[src/rtl/seg7_scan_driver.sv]
// seg7_scan_driver
// Time-multiplexes a sign position and three digit positions onto one shared
// active-low segment bus. Each slot lasts CLK_DIV clocks and starts with
// BLANK_CYC clocks of all-digits-off so that segment data never ghosts onto a
// neighbouring digit. The digit inputs are captured once per frame, so a frame
// always shows one consistent value. Optional leading-zero blanking darkens
// the hundreds digit, and then the tens digit, when they are zero.

module seg7_scan_driver #(
  parameter int unsigned CLK_DIV   = 50000,
  parameter int unsigned BLANK_CYC = 500,
  parameter bit          BLANK_LZ  = 1'b1
) (
  input  logic       clk,
  input  logic       rst,
  input  logic [6:0] hundreds_7segment,
  input  logic [6:0] tens_7segment,
  input  logic [6:0] units_7segment,
  input  logic       sign,
  output logic [6:0] seg_out,
  output logic [3:0] digit_en_n,
  output logic       frame_tick
);

  // Prescaler width. A width of at least one bit keeps the degenerate case legal.
  localparam int unsigned CNT_W = (CLK_DIV > 1) ? $clog2(CLK_DIV) : 1;
  localparam logic [CNT_W-1:0] CNT_LAST = CNT_W'(CLK_DIV - 1);
  localparam logic [CNT_W-1:0] CNT_ZERO = CNT_W'(1'b0);
  localparam logic [CNT_W-1:0] CNT_ONE  = CNT_W'(1'b1);

  // Active-low segment patterns (bit0 = a .. bit6 = g).
  localparam logic [6:0] SEG_BLANK = 7'h7F;
  localparam logic [6:0] SEG_MINUS = 7'h3F;
  localparam logic [6:0] SEG_ZERO  = 7'h40;

  // Active-low digit enables, [3]=sign .. [0]=units.
  localparam logic [3:0] EN_NONE = 4'hF;
  localparam logic [3:0] EN_SIGN = 4'b0111;
  localparam logic [3:0] EN_HUND = 4'b1011;
  localparam logic [3:0] EN_TENS = 4'b1101;
  localparam logic [3:0] EN_UNIT = 4'b1110;

  typedef enum logic [1:0] {
    S_SIGN = 2'd0,
    S_HUND = 2'd1,
    S_TENS = 2'd2,
    S_UNIT = 2'd3
  } state_t;

  // ---------------------------------------------------------------------------
  // Helper functions
  // ---------------------------------------------------------------------------

  // One-hot active-low enable for the digit owned by a slot.
  function automatic logic [3:0] slot_enable(input state_t st);
    logic [3:0] en;
    case (st)
      S_SIGN:  en = EN_SIGN;
      S_HUND:  en = EN_HUND;
      S_TENS:  en = EN_TENS;
      S_UNIT:  en = EN_UNIT;
      default: en = EN_NONE;
    endcase
    return en;
  endfunction

  // Pattern shown in a slot, including leading-zero suppression. The tens
  // digit is only suppressed when the hundreds digit was suppressed too, so
  // an interior zero (e.g. 105) is always drawn. Units are never suppressed.
  function automatic logic [6:0] slot_pattern(
    input state_t     st,
    input logic       neg,
    input logic [6:0] hund,
    input logic [6:0] tens,
    input logic [6:0] units
  );
    logic       hund_dark;
    logic       tens_dark;
    logic [6:0] pat;
    hund_dark = (BLANK_LZ == 1'b1) && (hund == SEG_ZERO);
    tens_dark = hund_dark && (tens == SEG_ZERO);
    case (st)
      S_SIGN:  pat = neg ? SEG_MINUS : SEG_BLANK;
      S_HUND:  pat = hund_dark ? SEG_BLANK : hund;
      S_TENS:  pat = tens_dark ? SEG_BLANK : tens;
      S_UNIT:  pat = units;
      default: pat = SEG_BLANK;
    endcase
    return pat;
  endfunction

  // ---------------------------------------------------------------------------
  // Declarations
  // ---------------------------------------------------------------------------
  logic [CNT_W-1:0] cnt_q, cnt_d;
  logic             wrap_s;
  state_t           state_q, state_d;

  // Set by reset so that the very first edge afterwards captures the inputs.
  logic             first_q, first_d;
  logic             load_s;

  logic             snap_sign_q, snap_sign_d;
  logic [6:0]       snap_hund_q, snap_hund_d;
  logic [6:0]       snap_tens_q, snap_tens_d;
  logic [6:0]       snap_units_q, snap_units_d;

  logic             blank_s;
  logic [6:0]       seg_out_q, seg_out_d;
  logic [3:0]       digit_en_n_q, digit_en_n_d;
  logic             frame_tick_q, frame_tick_d;

  // ---------------------------------------------------------------------------
  // Prescaler
  // ---------------------------------------------------------------------------

  // Slot prescaler: counts 0..CLK_DIV-1 and flags the wrapping edge.
  always_comb begin
    cnt_d  = cnt_q;
    wrap_s = 1'b0;
    if (cnt_q == CNT_LAST) begin
      cnt_d  = CNT_ZERO;
      wrap_s = 1'b1;
    end else begin
      cnt_d  = cnt_q + CNT_ONE;
      wrap_s = 1'b0;
    end
  end

  // ---------------------------------------------------------------------------
  // Scan FSM (state register / next state / outputs)
  // ---------------------------------------------------------------------------

  // State register: prescaler, slot state and the post-reset capture flag.
  always_ff @(posedge clk or posedge rst) begin
    if (rst) begin
      cnt_q   <= CNT_ZERO;
      state_q <= S_SIGN;
      first_q <= 1'b1;
    end else begin
      cnt_q   <= cnt_d;
      state_q <= state_d;
      first_q <= first_d;
    end
  end

  // Next-state logic: step to the following slot only when the prescaler wraps.
  always_comb begin
    state_d = state_q;
    first_d = 1'b0;
    if (wrap_s) begin
      case (state_q)
        S_SIGN:  state_d = S_HUND;
        S_HUND:  state_d = S_TENS;
        S_TENS:  state_d = S_UNIT;
        S_UNIT:  state_d = S_SIGN;
        default: state_d = S_SIGN;
      endcase
    end else begin
      state_d = state_q;
    end
  end

  // Snapshot capture: at the start of every frame and on the first edge after reset.
  always_comb begin
    load_s       = first_q | (wrap_s & (state_q == S_UNIT));
    snap_sign_d  = snap_sign_q;
    snap_hund_d  = snap_hund_q;
    snap_tens_d  = snap_tens_q;
    snap_units_d = snap_units_q;
    if (load_s) begin
      snap_sign_d  = sign;
      snap_hund_d  = hundreds_7segment;
      snap_tens_d  = tens_7segment;
      snap_units_d = units_7segment;
    end else begin
      snap_sign_d  = snap_sign_q;
      snap_hund_d  = snap_hund_q;
      snap_tens_d  = snap_tens_q;
      snap_units_d = snap_units_q;
    end
  end

  // Snapshot registers: reset to a positive, fully dark value.
  always_ff @(posedge clk or posedge rst) begin
    if (rst) begin
      snap_sign_q  <= 1'b0;
      snap_hund_q  <= SEG_BLANK;
      snap_tens_q  <= SEG_BLANK;
      snap_units_q <= SEG_BLANK;
    end else begin
      snap_sign_q  <= snap_sign_d;
      snap_hund_q  <= snap_hund_d;
      snap_tens_q  <= snap_tens_d;
      snap_units_q <= snap_units_d;
    end
  end

  // Blanking window: the first BLANK_CYC counts of every slot keep all digits off.
  generate
    if (BLANK_CYC > 0) begin : g_blank
      localparam logic [CNT_W-1:0] BLANK_V = CNT_W'(BLANK_CYC);
      assign blank_s = (cnt_d < BLANK_V);
    end else begin : g_no_blank
      assign blank_s = 1'b0;
    end
  endgenerate

  // Output logic: decoded from the post-edge slot and snapshot so the
  // registered outputs line up exactly with the new prescaler value.
  always_comb begin
    digit_en_n_d = EN_NONE;
    seg_out_d    = SEG_BLANK;
    frame_tick_d = load_s;
    if (blank_s) begin
      digit_en_n_d = EN_NONE;
      seg_out_d    = SEG_BLANK;
    end else begin
      digit_en_n_d = slot_enable(state_d);
      seg_out_d    = slot_pattern(state_d, snap_sign_d, snap_hund_d,
                                  snap_tens_d, snap_units_d);
    end
  end

  // Output registers: a single flop per bit, so enables can never glitch multi-low.
  always_ff @(posedge clk or posedge rst) begin
    if (rst) begin
      seg_out_q    <= SEG_BLANK;
      digit_en_n_q <= EN_NONE;
      frame_tick_q <= 1'b0;
    end else begin
      seg_out_q    <= seg_out_d;
      digit_en_n_q <= digit_en_n_d;
      frame_tick_q <= frame_tick_d;
    end
  end

  assign seg_out    = seg_out_q;
  assign digit_en_n = digit_en_n_q;
  assign frame_tick = frame_tick_q;

endmodule
[config.mk]
export PLATFORM = sky130hd
export DESIGN_NAME = seg7_scan_driver
export DESIGN_NICKNAME = d
export VERILOG_FILES = /design/src/rtl/seg7_scan_driver.sv
export SDC_FILE = /design/constraint.sdc
export NUM_CORES = 1
export LEC_CHECK = 0
export BUFFER_PORTS_ARGS = -buffer_cell sky130_fd_sc_hd__buf_2
export CAP_MARGIN = 20
export CORE_ASPECT_RATIO = 1.4
export CORE_MARGIN = 4
export CORE_UTILIZATION = 30
export DETAILED_ROUTE_END_ITERATION = 12
export GPL_TIMING_DRIVEN = 0
export PLACE_DENSITY = 0.51
export SYNTH_ARGS = -nofsm -noshare
export SYNTH_HDL_FRONTEND = slang
export SYNTH_SLANG_ARGS = --single-unit
[constraint.sdc]
create_clock -name clk -period 2.9 [get_ports clk]
set_input_delay 0 -clock clk [delete_from_list [all_inputs] [get_ports clk]]
set_output_delay 0 -clock clk [all_outputs]
set_load 0.1 [all_outputs]
==> out/qor.json, run 1 <==
{
  "run_status": "complete, no violations",
  "max-slew-margin-rel": 0.528,
  "report.final.slew_viol_count": 0,
  "post_synth_num_cell_types": 50,
  "grt.busiest_layer": "met2",
  "worstMarginPinSlew_ns": 0.702,
  "cp_data_arrival_time_ns": 2.99,
  "internal_power_uw": 1190,
  "p_seq_frac": 0.520,
  "clock_skew_ns": 0.00585,
  "layout.cells.most_common_list": "38 x buf_2, 37 x nor2_1, 33 x dfstp_2",
  "finalHoldWorstSlack_ns": 0.291,
  "grt_util_all_layers": 0.123,
  "final_core_utilization": 0.394,
  "net_count_of_the_finished_layout": 344,
  "setup_ws_ns": 0.118,
  "vdd_ir_drop_max_uv": 262,
  "routed_via_density": 4.80,
  "synth_area_um2": 2710,
  "post_route_cells_drive_above_1_share": 0.379,
  "cts_max_path_buffers": 2,
  "port-buffer-count": 35,
  "design_power_total_uw": 1550,
  "path_class": "register to register",
  "grt_pass1_wl_mm": 10.3,
  "grt_pass1_vias": 2160,
  "maxClockFrequency_mhz": 359,
  "hold_class": "input port to async pin",
  "ys_seq_area_frac": 0.504,
  "synth_top_cell_by_area": "dfstp_2",
  "drc_violations": 0,
  "cts_sinks": 53,
  "n_antenna_cell": 0,
  "p_switching_uw": 361,
  "tritoncts_clock_tree": "yes",
  "area_growth_pct": 26.3,
  "timing.setup.tns_ns": 0,
  "combined_area_of_the_multi_input_logic_cells_um2": 1250,
  "dieWidth_um": 88.4,
  "ys_async_sr_fraction": 1.00,
  "cts_inserted_buffers": 5,
  "critPathLaunch": "cnt_q[10]",
  "synth_flop_cell": "dfstp_2",
  "final_hold_viol_count": 0,
  "groute.layer.met3.usage": 0.0204,
  "synth_largest_type_area_fraction": 0.320,
  "initialDrtViolationCount": 91,
  "postSynthCellCount": 249,
  "io-pin-count": 36,
  "die_height_um": 121,
  "initial_core_utilization": 0.312,
  "seqCellArea_um2": 1370,
  "post-route-period-util": 0.959,
  "drt_pass1_iterations": 4,
  "timing.critical_path.required_ns": 3.11,
  "post_detailed_route_count_of_antenna_violating_nets": 0,
  "worst_setup_path_start_kind": "register",
  "use_met2": 0.224,
  "critPathMaxFanout": 7,
  "syn-mean-instance-area_um2": 10.9,
  "postCtsSetupBuffers": 0,
  "dr_total_vias": 2027,
  "floorplan.rows": 40,
  "rsz0062_at_grt": "no",
  "clkSlewWorstSetupHoldPaths_ns": 0.07,
  "layout.filler_cells": 873,
  "synth-warning-count": 0,
  "antenna_found_initial": 0,
  "cts_max_level": 2,
  "cellLeakagePower_uw": 0.00142,
  "dieArea_um2": 10700,
  "postRouteWirelength_mm": 6.14,
  "placeableCoreArea_um2": 8710,
  "dp_hpwl_mm": 4.46,
  "root_driver": "clkbuf_16",
  "routedWlPerCell_um": 14.6,
  "dp_worst_setup_slack_ns": 0.105,
  "ys_top_cells_by_area": "dfstp_2 32%, dfrtp_1 18%, mux2_2 5.8%, nor2_1 5.1%, nand2_1 3.9%",
  "grt_overflow_total": 0,
  "setup_viol": 0,
  "powerDensity_nw_per_um2": 453,
  "gr-usage-met1": 0.138,
  "endpoint_kind": "register",
  "count_of_flip_flops_with_a_built_in_enable_after_synthesis": 0,
  "power_frac_comb": 0.095,
  "worst_skew_pair.late_latency_ns": 0.29,
  "cap_viol_max_count": 0,
  "most_common_library_cell_in_the_layout_ignoring_fill_and_taps": "buf_2",
  "post-route-min-period_ns": 2.78,
  "finalWeightedCongestion": 0.791,
  "synth_nets": 277,
  "power.share.switching": 0.233,
  "grt_start_max_net_pins": 31,
  "worstReg2RegStart": "cnt_q[10]",
  "clkPwrFrac": 0.385,
  "ffs_latches_synth": 53
}
-- synthesized netlist by cell type (2+ instances only) --
| library cell | count |
|---|---|
| and2b_1 | 4 |
| o211ai_1 | 2 |
| dfstp_2 | 33 |
| nand4_1 | 4 |
| o31ai_2 | 4 |
| buf_2 | 3 |
| xnor2_1 | 8 |
| nor2b_1 | 5 |
| dfrtp_1 | 20 |
| o31ai_1 | 3 |
| or4b_1 | 2 |
| buf_6 | 4 |
| ha_1 | 4 |
| inv_2 | 2 |
| mux2_2 | 14 |
| or4_1 | 3 |
| nand3_1 | 9 |
| nand2_1 | 28 |
| inv_1 | 6 |
| mux2i_1 | 8 |
| or4b_2 | 2 |
| nor4_2 | 2 |
| nor3_1 | 2 |
| nor4_1 | 7 |
| o2bb2ai_1 | 4 |
| nor2_1 | 37 |
| xor2_1 | 6 |
-- per-layer routing --
metal  wire length, um  vias up
met5                 0        -
met4               180        0
li1                  -     1005
met2              3280       46
met1              2490      963
met3               196       13
-- sequential cells by signal (all words and copies together), names as in the netlist --
name	cells
cnt_q	16
seg_out	7
snap_hund_q	7
snap_tens_q	7
snap_units_q	7
digit_en_n	4
state_q	2
first_q	1
frame_tick	1
snap_sign_q	1
-- cell type report --
type,count,area share
clock buffers,5,0.0365
flip-flops and latches,53,0.399
inverters,9,0.0102
plain buffers,8,0.0190
clock inverters,3,0.00584
repair buffers,60,0.126
well taps,105,0.0383
multi-input cells,179,0.365
-- kinds of logic (layout without fill, tap and decap cells) --
| logic type | Yosys count | count (layout) | synth area share |
|---|---|---|---|
| AO/OA/AOI/OAI | 25 | 25 | 0.0811 |
| XOR/XNOR | 14 | 14 | 0.0452 |
| adder cells (fa/ha/maj) | 4 | 4 | 0.0184 |
| buffers and inverters | 17 | 85 | 0.0369 |
| flip-flops | 53 | 53 | 0.504 |
| multiplexers | 24 | 24 | 0.0973 |
| other | 1 | 1 | 0.00138 |
| AND/OR/NAND/NOR | 111 | 111 | 0.216 |
-- per-stage QoR --
| stage | instance area (um2) | instances |
|---|---|---|
| floorplan | 2710 | 249 |
| global placement | 3020 | 389 |
| detailed placement | 3040 | 390 |
| CTS | 3420 | 421 |
| global route | 3430 | 422 |
| finish | 3430 | 422 |
-- timing repair --
item / 4_1_cts / 5_1_grt
endpoints found under the hold margin: 24 / 0
setup endpoints to repair: 0 / 3
resized for setup: 0 / 1
hold buffers: 23 / 0
-- final timing paths --
path / endpoint / slack [ns] / cells after the start
max: seg_out[2] / 0.12 / 8
min: snap_sign_q / 0.29 / 3
max reg2reg: seg_out[2] / 0.12 / 8
min reg2reg: snap_hund_q[0] / 0.47 / 2
max in group asynchronous: snap_hund_q[6] / 2.00 / 4
min in group clk: snap_hund_q[0] / 0.47 / 2
-- worst max-delay path: stages, from the launching register on --
cell      delay (ns)
dfrtp_1         0.37
buf_6           0.13
or4_4           0.54
nor4_4          0.44
mux2i_1         0.39
clkinv_2        0.19
a211oi_2        0.37
nor2b_1         0.20
o31ai_1         0.08
-- power groups by stage --
stage	clock [uW]	combinational [uW]	sequential, uW
final	597	147	807
after global routing	647	166	812
after CTS	619	150	808
after detailed placement	0	127	820
after global placement	0	121	819
after floorplan	0	78.0	820
No activity file was read; power rests on OpenSTA's default activity.
==> inputs of run 2 (changes only) <==
--- a/config.mk
+++ b/config.mk
@@ -10,9 +10,9 @@
 export CORE_ASPECT_RATIO = 1.4
 export CORE_MARGIN = 4
 export CORE_UTILIZATION = 30
+export CTS_BUF_LIST = sky130_fd_sc_hd__clkbuf_8 sky130_fd_sc_hd__clkbuf_16
 export DETAILED_ROUTE_END_ITERATION = 12
 export GPL_TIMING_DRIVEN = 0
-export PLACE_DENSITY = 0.51
 export SYNTH_ARGS = -nofsm -noshare
 export SYNTH_HDL_FRONTEND = slang
 export SYNTH_SLANG_ARGS = --single-unit
==> run 2 against run 1 <==
Against the previous run:
- non-clock buffer count decreased by 2
- first-iteration DRC count decreased by 52%
- utilization about the same
- critical endpoint unchanged
- clock skew decreased by 0.0019 ns
- die area unchanged
- maximum frequency about the same
- combinational power about the same
- register-to-register slack about the same
- critical path depth unchanged
==> out/qor.json, run 2 (synthesized netlist as in run 1, its figures left out) <==
{
  "cts_sinks": 53,
  "initial_core_utilization": 0.312,
  "drc_violations": 0,
  "tritoncts_clock_tree": "yes",
  "max-slew-margin-rel": 0.296,
  "n_antenna_cell": 0,
  "cell_count_post_placement": 390,
  "maxClockFrequency_mhz": 359,
  "post_detailed_route_count_of_antenna_violating_nets": 0,
  "routed_via_density": 4.90,
  "cts_inserted_buffers": 5,
  "timing.critical_path.required_ns": 3.10,
  "post-route-period-util": 0.960,
  "worst_skew_pair.late_latency_ns": 0.29,
  "timing.critical_path.buf_inv": 2,
  "placement.cell_area_um2": 3040,
  "timing.critical_path.slowest_stage_cell": "or4bb_1",
  "grt_start_max_net_pins": 44,
  "die_height_um": 121,
  "final_hold_viol_count": 0,
  "setup_viol": 0,
  "cap_viol_max_count": 0,
  "finalHoldWorstSlack_ns": 0.0115,
  "design_power_total_uw": 1530,
  "path_class": "register to register",
  "worstReg2RegStart": "cnt_q[4]",
  "layout.filler_cells": 876,
  "area_growth_pct": 26.2,
  "final_non_filler_cell_area_um2": 3420,
  "report.final.slew_viol_count": 0,
  "vdd_ir_drop_max_uv": 223,
  "post-route-min-period_ns": 2.78,
  "finalWeightedCongestion": 0.807,
  "cts_max_path_buffers": 2,
  "dp_worst_setup_slack_ns": 0.0762,
  "clock_skew_ns": 0.00395,
  "dr_total_vias": 2057,
  "max_flop_register": "cnt_q",
  "net_count_of_the_finished_layout": 342,
  "clkSlewWorstSetupHoldPaths_ns": 0.07,
  "drt_pass1_iterations": 4,
  "worstMarginPinSlew_ns": 1.05,
  "critical_path.reg2reg.endpoint": "seg_out[2]",
  "largest_register_ff_count": 16,
  "io-pin-count": 36,
  "powerDensity_nw_per_um2": 448,
  "post_route_cells_drive_above_1_share": 0.384,
  "finalNonFillerCells": 420,
  "hold_class": "input port to register",
  "cellLeakagePower_uw": 0.00142,
  "dieWidth_um": 88.4,
  "grt_util_all_layers": 0.121,
  "cts_max_level": 2,
  "hold_path.startpoint": "tens_7segment[3]",
  "whs_path_depth": 2,
  "critPathMaxStageDelay_ns": 0.60,
  "reg2regPathDepth": 8,
  "routedWlPerCell_um": 14.5,
  "setup_ws_ns": 0.117,
  "critPathMaxFanout": 7,
  "root_driver": "clkbuf_16",
  "antenna_found_initial": 0,
  "cp_cell_sequence": "or4bb_1, nor4_4, buf_4, mux2i_2, clkinv_2, nand2_1, nor2_1, o31ai_1",
  "postRouteWirelength_mm": 6.10,
  "endpoint_kind": "register",
  "grt_pass1_vias": 2209,
  "placeableCoreArea_um2": 8710,
  "port-buffer-count": 35,
  "layout.cells.most_common_list": "38 x buf_2, 37 x nor2_1, 33 x dfstp_2",
  "floorplan.rows": 40,
  "run_status": "complete, no violations",
  "grt_overflow_total": 0,
  "worst_setup_path_start_kind": "register",
  "regToRegSetupSlack_ns": 0.12,
  "worst_path_dominant_cell_family": "simple AND/OR/NAND/NOR gates",
  "dp_hpwl_mm": 4.53,
  "worstHoldEndpoint": "snap_tens_q[3]",
  "grt_pass1_wl_mm": 10.2,
  "most_common_library_cell_in_the_layout_ignoring_fill_and_taps": "buf_2",
  "initialDrtViolationCount": 44,
  "dieArea_um2": 10700,
  "cp_data_arrival_time_ns": 2.98
}
## run 2: worst max-delay path by stage
stage,startpoint,end,depth (start not counted)
3_3_place_gp,cnt_q[10],seg_out[2],8
2_1_floorplan,cnt_q[10],seg_out[0],8
6_report,cnt_q[4],seg_out[2],8
4_1_cts,cnt_q[10],seg_out[2],8
5_1_grt,cnt_q[4],seg_out[2],8
3_5_place_dp,cnt_q[10],seg_out[2],8
## run 2: final cells by class
class | count | area (um2) | share of cell area
Sequential cell | 53 | 1370 | 0.399
Multi-Input combinational cell | 179 | 1270 | 0.371
Timing Repair Buffer | 58 | 413 | 0.121
Tap cell | 105 | 131 | 0.0384
Clock buffer | 5 | 125 | 0.0365
Buffer | 8 | 65.1 | 0.0190
Inverter | 9 | 35.0 | 0.0102
Clock inverter | 3 | 17.5 | 0.00512
## run 2: timing repair
action                     CTS  global route
setup endpoints to repair    0             7
hold buffers                21             0
hold endpoints to repair    50             0
buffers inserted             0             1
resized for setup            0             4
## run 2: layer usage
metal	track usage	part of all wire	wire, um
met3	0.0218	0.031	189
met5	0	0	0
met4	0.0473	0.019	114
met2	0.225	0.55	3360
met1	0.133	0.40	2430
## run 2: through the flow
stage,utilization,setup TNS (ns)
final,0.393,0
after global routing,0.393,-0.00409
after CTS,0.390,0
after detailed placement,0.349,0
after global placement,0.347,0
after floorplan,-,0
## run 2: power by group
| part | leakage (uW) | internal [uW] | switching [uW] |
|---|---|---|---|
| sequential | 0.000607 | 793 | 15.7 |
| combinational | 0.000739 | 74.9 | 70.7 |
| clock | 0.0000696 | 317 | 263 |
| total | 0.00142 | 1190 | 349 |
==> inputs of run 3 (changes only) <==
--- a/config.mk
+++ b/config.mk
@@ -5,6 +5,7 @@
 export SDC_FILE = /design/constraint.sdc
 export NUM_CORES = 1
 export LEC_CHECK = 0
+export ABC_CLOCK_PERIOD_IN_PS = 3500
 export BUFFER_PORTS_ARGS = -buffer_cell sky130_fd_sc_hd__buf_2
 export CAP_MARGIN = 20
 export CORE_ASPECT_RATIO = 1.4
==> constraint.sdc (replaced) <==
create_clock -name clk -period 3.5 [get_ports clk]
set_input_delay 0 -clock clk [delete_from_list [all_inputs] [get_ports clk]]
set_output_delay 0 -clock clk [all_outputs]
set_load 0.1 [all_outputs]
==> run 3 against run 2 <==
Against the previous run:
- sequential power shrank 17%
- clock skew decreased by 0.00067 ns
- first-iteration DRC count increased by 23%
- sequential share of layout area is 0.37 points higher
- via count shrank 0.44%
- critical path type unchanged
- critical endpoint unchanged
- largest power group unchanged
==> out/qor.json, run 3 (synthesized netlist as in run 1, its figures left out) <==
{
  "run_status": "complete, no violations",
  "tritoncts_clock_tree": "yes",
  "worstHoldEndpoint": "snap_tens_q[3]",
  "hold_path.startpoint": "tens_7segment[3]",
  "drt_pass1_iterations": 4,
  "whs_path_depth": 2,
  "antenna_found_initial": 0,
  "cts_max_path_buffers": 2,
  "critical_path.reg2reg.endpoint": "seg_out[2]",
  "combined_area_of_the_multi_input_logic_cells_um2": 1250,
  "post-route-min-period_ns": 2.79,
  "clkPwrFrac": 0.378,
  "routed_via_density": 4.89,
  "worstReg2RegStart": "cnt_q[10]",
  "grt_util_all_layers": 0.121,
  "post_route_cells_drive_above_1_share": 0.376,
  "rsz0062_at_grt": "no",
  "hold_class": "input port to register",
  "critPathMaxFanout": 7,
  "regToRegSetupSlack_ns": 0.71,
  "power_frac_comb": 0.094,
  "report.final.slew_viol_count": 0,
  "clock_skew_ns": 0.00329,
  "timing.critical_path.buf_inv": 2,
  "worst_path_dominant_cell_family": "simple AND/OR/NAND/NOR gates",
  "cp_data_arrival_time_ns": 2.99,
  "worst_skew_pair.late_latency_ns": 0.29,
  "port-buffer-count": 35,
  "seqCellArea_um2": 1370,
  "root_driver": "clkbuf_16",
  "timing.critical_path.required_ns": 3.70,
  "die_height_um": 121,
  "net_count_of_the_finished_layout": 341,
  "clkSlewWorstSetupHoldPaths_ns": 0.07,
  "dieArea_um2": 10700,
  "grt_pass1_vias": 2209,
  "endpoint_kind": "register",
  "cts_max_level": 2,
  "final_hold_viol_count": 0,
  "worstMarginPinSlew_ns": 1.04,
  "area_growth_pct": 25.0,
  "initialDrtViolationCount": 54,
  "n_antenna_cell": 0,
  "timing.critical_path.slowest_stage_cell": "or4_4",
  "internal_power_uw": 982,
  "p_seq_frac": 0.528,
  "postRouteWirelength_mm": 5.99,
  "layout.filler_cells": 877,
  "cap_viol_max_count": 0,
  "grt_pass1_wl_mm": 10.2,
  "worst_setup_path_start_kind": "register",
  "path_class": "register to register",
  "largest_register_ff_count": 16,
  "io-pin-count": 36,
  "critPathMaxStageDelay_ns": 0.54,
  "cp_cell_sequence": "buf_6, or4_4, nor4_4, mux2i_1, clkinv_2, nand2_1, nor2_1, o31ai_1",
  "maxClockFrequency_mhz": 358,
  "dp_worst_setup_slack_ns": 0.676,
  "cell_count_post_placement": 390,
  "setup_ws_ns": 0.709,
  "cellLeakagePower_uw": 0.00141,
  "cts_inserted_buffers": 5,
  "cts_sinks": 53,
  "post-route-period-util": 0.797,
  "finalNonFillerCells": 419,
  "grt_start_max_net_pins": 44,
  "dieWidth_um": 88.4,
  "placeableCoreArea_um2": 8710,
  "powerDensity_nw_per_um2": 374,
  "grt_overflow_total": 0,
  "resized_cells_post_cts": 0,
  "dr_total_vias": 2048,
  "routedWlPerCell_um": 14.3,
  "vdd_ir_drop_max_uv": 185,
  "dp_hpwl_mm": 4.53,
  "drc_violations": 0,
  "power.share.switching": 0.227,
  "max_flop_register": "cnt_q",
  "post_detailed_route_count_of_antenna_violating_nets": 0,
  "floorplan.rows": 40,
  "setup_viol": 0,
  "finalWeightedCongestion": 0.807,
  "reg2regPathDepth": 8,
  "timing.setup.tns_ns": 0,
  "final_core_utilization": 0.390,
  "max-slew-margin-rel": 0.298,
  "most_common_library_cell_in_the_layout_ignoring_fill_and_taps": "buf_2",
  "initial_core_utilization": 0.312,
  "layout.cells.most_common_list": "38 x buf_2, 37 x nor2_1, 33 x dfstp_2",
  "p_switching_uw": 288
}
-- run 3: cell count changes in the layout (fill, tap and decap cells not counted), sizes merged --
cell	previous run	this run
buf	44	43
-- run 3: worst max-delay path by stage --
stage	startpoint	to	slack [ns]	depth (start not counted)
6_report	cnt_q[10]	seg_out[2]	0.71	8
3_3_place_gp	cnt_q[10]	seg_out[2]	0.75	8
5_1_grt	cnt_q[10]	seg_out[2]	0.47	8
3_5_place_dp	cnt_q[10]	seg_out[2]	0.68	8
4_1_cts	cnt_q[10]	seg_out[2]	0.67	8
2_1_floorplan	cnt_q[10]	seg_out[0]	1.08	8
-- run 3: power groups by stage --
stage          sequential [uW]  combinational, uW  clock, uW
6_report                   670                120        480
5_1_grt                    673                134        521
4_1_cts                    670                122        493
3_5_place_dp               680                104          0
3_3_place_gp               679               98.9          0
2_1_floorplan              680               64.6          0
-- run 3: through the flow --
stage               area, um2  power (uW)  hold WS (ns)
finish                   3390        1270       0.00835
global placement         3020         778         0.219
global route             3390        1330       0.00839
floorplan                2710         744        0.0877
detailed placement       3040         784         0.192
CTS                      3390        1290       0.00511
-- run 3: worst reg2reg max path: stages, from the launching register on --
cell and delay (ns):
dfrtp_1 0.38, buf_6 0.13, or4_4 0.54, nor4_4 0.45, mux2i_1 0.41, clkinv_2 0.19, nand2_1 0.30, nor2_1 0.08
o31ai_1 0.24
-- run 3: area by class of cell --
type | instances | share of cell area
tap | 105 | 0.0387
buffer | 8 | 0.0192
inverter | 9 | 0.0103
timing repair buffer | 57 | 0.119
clock inverter | 3 | 0.00516
sequential | 53 | 0.403
clock buffer | 5 | 0.0369
multi-input combinational | 179 | 0.367
-- run 3: what timing repair did --
item	CTS	global route
endpoints found under the setup margin	0	0
buffers inserted	0	0
hold endpoints to repair	50	0
hold buffers	21	0
-- run 3: routing by layer --
metal  part of all wire  track usage
met1               0.40        0.133
met3              0.033       0.0218
met2               0.55        0.225
met4              0.019       0.0473
met5                  0            0
